==> config.mk <==
export PLATFORM = sky130hd
export DESIGN_NAME = conv_if_mc
export DESIGN_NICKNAME = d
export VERILOG_FILES = /design/src/rtl/conv_if_mc.sv
export SDC_FILE = /design/constraint.sdc
export NUM_CORES = 1
export LEC_CHECK = 0
export CORE_ASPECT_RATIO = 1.1
export CORE_MARGIN = 3
export CORE_UTILIZATION = 49
export DETAILED_ROUTE_END_ITERATION = 10
export GPL_TIMING_DRIVEN = 0
export PLACE_DENSITY_LB_ADDON = 0.2
export SYNTH_ARGS = -nofsm -noshare
export SYNTH_HDL_FRONTEND = slang
export SYNTH_SLANG_ARGS = --single-unit
export TNS_END_PERCENT = 1
==> constraint.sdc <==
create_clock -name clk -period 4.07 [get_ports clk]
set_input_delay 0.6105 -clock clk [delete_from_list [all_inputs] [get_ports clk]]
set_output_delay 0.6105 -clock clk [all_outputs]
set_load 0.005 [all_outputs]
==> src/rtl/conv_if_mc.sv <==
// Multi-channel converter interface: double-latched ADC capture to left-aligned signed words,
// and rounded/saturated DAC output with sticky clip flags, both paced by a shared sample strobe.
module conv_if_mc #(
    parameter int unsigned NCH     = 2,
    parameter int unsigned CW      = 10,
    parameter int unsigned IW      = 16,
    parameter int unsigned ADC_FMT = 1,
    parameter int unsigned DAC_FMT = 0,
    parameter int unsigned DIV     = 1
) (
    input  logic                clk,
    input  logic                rst,
    input  logic                en,
    input  logic                loopback,
    input  logic                clr_clip,
    input  logic [NCH*CW-1:0]   adc,
    output logic [NCH*IW-1:0]   s_adc,
    output logic                adc_valid,
    input  logic [NCH*IW-1:0]   s_dac,
    output logic [NCH*CW-1:0]   dac,
    output logic [NCH-1:0]      clip
);

    localparam int unsigned       SH       = IW - CW;
    localparam int unsigned       CNTW     = (DIV > 1) ? $clog2(DIV) : 1;
    localparam logic [CNTW-1:0]   CNT_LAST = CNTW'(DIV - 1);
    localparam logic signed [IW:0] RND     = (IW+1)'((64'd1 << SH) >> 1);
    localparam logic signed [IW:0] MAXV    = (IW+1)'((64'd1 << (CW-1)) - 64'd1);
    localparam logic signed [IW:0] MINV    = ~MAXV;
    localparam logic [CW-1:0]     DAC_ZERO = (DAC_FMT == 0) ? CW'(64'd1 << (CW-1)) : '0;

    logic [CNTW-1:0]   cnt;
    logic [NCH*CW-1:0] dl;
    logic              stb_c;
    logic [NCH*IW-1:0] adc_word_c;
    logic [NCH*CW-1:0] dac_code_c;
    logic [NCH-1:0]    sat_c;
    logic [IW-1:0]     src_c;

    // Pin code -> left-aligned signed internal word.
    function automatic logic [IW-1:0] adc_to_int(input logic [CW-1:0] raw);
        logic [CW-1:0] v;
        v = raw;
        if (ADC_FMT == 0) v[CW-1] = ~v[CW-1];
        return IW'(v) << SH;
    endfunction

    // Internal word -> {saturated, pin code}; one guard bit absorbs the rounding carry.
    function automatic logic [CW:0] int_to_dac(input logic [IW-1:0] x);
        logic signed [IW:0] r;
        logic [CW-1:0]      q;
        logic               sat;
        r   = ($signed({x[IW-1], x}) + RND) >>> SH;
        sat = 1'b1;
        if (r > MAXV)      q = MAXV[CW-1:0];
        else if (r < MINV) q = MINV[CW-1:0];
        else begin
            q   = r[CW-1:0];
            sat = 1'b0;
        end
        if (DAC_FMT == 0) q[CW-1] = ~q[CW-1];
        return {sat, q};
    endfunction

    assign stb_c = en & (cnt == CNT_LAST);

    // Per-channel conversions; loopback reads the currently registered ADC words.
    always_comb begin
        adc_word_c = '0;
        dac_code_c = '0;
        sat_c      = '0;
        src_c      = '0;
        for (int k = 0; k < NCH; k++) begin
            adc_word_c[k*IW +: IW] = adc_to_int(dl[k*CW +: CW]);
            src_c = loopback ? s_adc[k*IW +: IW] : s_dac[k*IW +: IW];
            {sat_c[k], dac_code_c[k*CW +: CW]} = int_to_dac(src_c);
        end
    end

    always_ff @(posedge clk or negedge rst) begin
        if (!rst) begin
            cnt       <= '0;
            dl        <= '0;
            s_adc     <= '0;
            adc_valid <= 1'b0;
            dac       <= {NCH{DAC_ZERO}};
            clip      <= '0;
        end else begin
            dl        <= adc;
            adc_valid <= stb_c;
            if (!en || cnt == CNT_LAST) cnt <= '0;
            else                        cnt <= cnt + CNTW'(1);
            if (stb_c) begin
                s_adc <= adc_word_c;
                dac   <= dac_code_c;
            end
            // A saturation on this strobe outranks a simultaneous clear.
            clip <= (stb_c ? sat_c : '0) | (clr_clip ? '0 : clip);
        end
    end

endmodule

==> results.yml <==
timing:
  clock.fmax_mhz: 293
  setup_tns_ns: 0
  timing.max_slew.rel_slack: 0.616
  min_period_over_period: 0.838
  slew_viol_final: 0
  fin_worst_skew_ns: 0.0119
  grt_setup_unrepaired: "no"
  setup_viol_count_final: 0
  tightest_slew_ns: 0.560
  hold_violations: 0
  post-route-min-period_ns: 3.41
critical_path:
  cp.arrival_ns: 3.69
  timing.critical_path.from: "loopback"
  cp.buffers_inverters: 6
  reg2reg_setup_slack_ns: 2.06
  crit_top_cell: "buf_6"
  setup.worst_path.start_class: "input port"
  critical_path_peak_fanout: 10
  cpMaxStageDelayCell: "clkdlybuf4s50_1"
  critical_path.top_delay_family: "buffers and inverters"
  timing_worst_setup_path_type: "input port to register"
  crit_chain: "clkdlybuf4s50_1 -> buf_6 -> buf_6 -> buf_6 -> buf_2 -> mux2_2 -> ha_1 -> o21a_1 -> and3_1 -> buf_4 -> o21ai_4 -> o22a_1"
  regToRegStartpoint: "s_adc[22]$_DFFE_PN0P_"
  cp-end-kind: "register"
  crit_path_max_incr_delay_ns: 0.61
  critPathRequiredTime_ns: 4.35
  rr_worst_depth: 7
  rr_endpoint: "dac[13]$_DFFE_PN0P_"
run_status:
  outcome: "completed"
logic_synthesis:
  synth-async-reset-ratio: 1.00
  syn_inst: 307
  synth.ff_latch_count: 64
  synthTopCellsByCount: "73 x nand2_1, 62 x dfrtp_1, 14 x mux2i_1, 13 x buf_4, 11 x o22a_1"
  syn_area_per_cell_um2: 10.6
  synth_area_um2: 3250
  yosys.area.top_type: "dfrtp_1"
  main_flop_type_after_synthesis: "dfrtp_1"
  synth_largest_type_area_fraction: 0.478
  synthMostInstantiatedCell: "nand2_1"
  synth.lib_cells_used.distinct: 59
  portion_of_the_post_synthesis_area_used_by_sequential_elements: 0.494
  yosysWarnings: 0
  netlist_top_cells_area: "dfrtp_1 48%, nand2_1 8.4%, mux2i_1 4.3%, buf_4 3.0%, o22a_1 3.0%"
  count_of_flip_flops_with_a_built_in_enable_after_synthesis: 0
detailed_routing:
  drt_pre_antenna_iters: 4
  wl_per_cell_um: 16.0
  antenna_violating_nets_post_route: 0
  route.vias.total: 2654
  drcViolationCount: 0
  postRouteWirelength_um: 8090
  routed_via_density: 5.26
  iteration_0_drc_count_of_the_detailed_router: 149
cts:
  cts.htree.levels: 3
  hold_buffers: 0
  insertion_delay_ns: 0.34
  number_of_clock_buffers_inserted_by_tritoncts: 9
  tritoncts: "built"
  post_cts.repair.setup_buffers: 0
  path_clk_slew_ns: 0.08
  cts_max_path_bufs: 2
  cts.sink_count: 64
  root_buffer: "clkbuf_8"
  cts_resized: 0
floorplan:
  dieHeight_um: 91.4
  design.core.area_um2: 6310
  initial_core_util: 0.515
  fp.dieArea_um2: 7640
  die_width_um: 83.6
  pin_count: 112
  rows: 30
power:
  power.share.sequential: 0.434
  power_leakage_nw: 2.03
  powerDensity_nw_per_um2: 389
  internal_power_mw: 1.29
  switching_share: 0.265
  p_total_mw: 1.76
  netSwitchingPower_mw: 0.466
  pwr-share-comb: 0.216
  power.ir.vdd_worst_v: 0.000282
  p_clk_frac: 0.350
final_layout:
  layout.nets: 479
  antenna_cells: 0
  final_layout_size_suffix_gt1_frac: 0.146
  areaGrowthSynthToFinish_pct: 39.4
global_routing:
  grt_util_met3: 0.0535
  first_global_vias: 2616
  antenna_violations_before_repair: 0
  track_usage: 0.216
  grt_overflow_total: 0
  wire_length_of_the_first_global_routing_pass_um: 13000
  met1_usage: 0.292
  globalRouteMet2Util: 0.345
  largest_net_degree_at_the_start_of_global_routing: 43
  globalRoute.busiestLayer: "met2"
worst_hold_path:
  hold_path_class: "input port to async pin"
place:
  place_congestion: 0.925
  port_buffers: 89
  post-dp-hpwl_um: 6160
run:
  max-cap-violations: 0
-- sequential cells by signal (all words and copies together) (netlist names) --
signal,cells
dac,20
adc_valid,1
dl,20
clip,2
cnt,1
s_adc,20
-- layout make-up --
class | count | area (um2)
Fill cell | 487 | 1780
Sequential cell | 64 | 1600
Multi-Input combinational cell | 226 | 1510
Timing Repair Buffer | 90 | 906
Buffer | 24 | 163
Clock buffer | 10 | 138
Tap cell | 80 | 100
Clock inverter | 6 | 91.3
Inverter | 5 | 21.3
-- cell usage in the layout, fill, tap and decap left out, types with 3 or more instances in the layout --
cell type	synthesis	final
o21ai_0	3	3
xor2_1	6	6
conb_1	1	13
clkbuf_1	4	4
a21oi_1	7	7
nand3b_1	4	4
nand4_1	4	4
and3_1	4	4
nand2_1	73	73
inv_1	4	4
o22a_1	11	11
o2111ai_1	3	3
clkdlybuf4s50_1	0	88
buf_4	13	13
mux2_2	5	5
xnor2_1	10	10
nand3_1	9	9
nor2_1	10	10
mux2i_1	14	14
dfrtp_1	62	62
buf_6	3	3
a31oi_1	5	5
clkbuf_8	0	10
buf_1	3	3
-- per-layer routing --
| metal | routed length, um | share of wire |
|---|---|---|
| met5 | 0 | 0 |
| met4 | 128 | 0.016 |
| met3 | 436 | 0.054 |
| met2 | 3910 | 0.48 |
| met1 | 3610 | 0.45 |
-- power groups by stage --
stage,Combinational (mW),Clock [mW],Sequential (mW)
floorplan,0.157,0,0.767
global placement,0.373,0,0.774
detailed placement,0.380,0,0.776
CTS,0.383,0.629,0.764
global route,0.413,0.664,0.773
finish,0.380,0.617,0.763
-- cells by family (layout without fill, tap and decap cells) --
logic type      count (synthesis)  count (layout)  share of synthesized area
simple gates                  122             122                      0.191
flops                          64              64                      0.494
buf+inv                        29             135                     0.0566
xor+xnor                       16              16                     0.0431
mux                            20              20                     0.0651
compound gates                 53              53                      0.141
other cells                     1              13                    0.00115
fa+ha+maj                       2               2                    0.00770
-- how the worst max path moves through the flow --
stage,end,slack [ns],cells past startpoint
after global routing,dac[13]$_DFFE_PN0P_,0.54,12
after CTS,dac[13]$_DFFE_PN0P_,0.70,12
final,dac[13]$_DFFE_PN0P_,0.66,12
after floorplan,dac[7]$_DFFE_PN0P_,1.32,10
after detailed placement,dac[10]$_DFFE_PN0P_,0.35,12
after global placement,dac[7]$_DFFE_PN0P_,0.37,11
-- metrics by stage --
| step | cells | hold WS (ns) | setup slack (ns) | util | instance area, um2 |
|---|---|---|---|---|---|
| after global placement | 488 | 0.418 | 0.373 | 0.679 | 4280 |
| after CTS | 505 | 0.238 | 0.697 | 0.718 | 4530 |
| after detailed placement | 489 | 0.421 | 0.346 | 0.682 | 4300 |
| final | 505 | 0.237 | 0.659 | 0.718 | 4530 |
| after global routing | 505 | 0.265 | 0.535 | 0.718 | 4530 |
| after floorplan | 319 | 0.315 | 1.32 | - | 3290 |
Power figures use the tool's default switching activity.
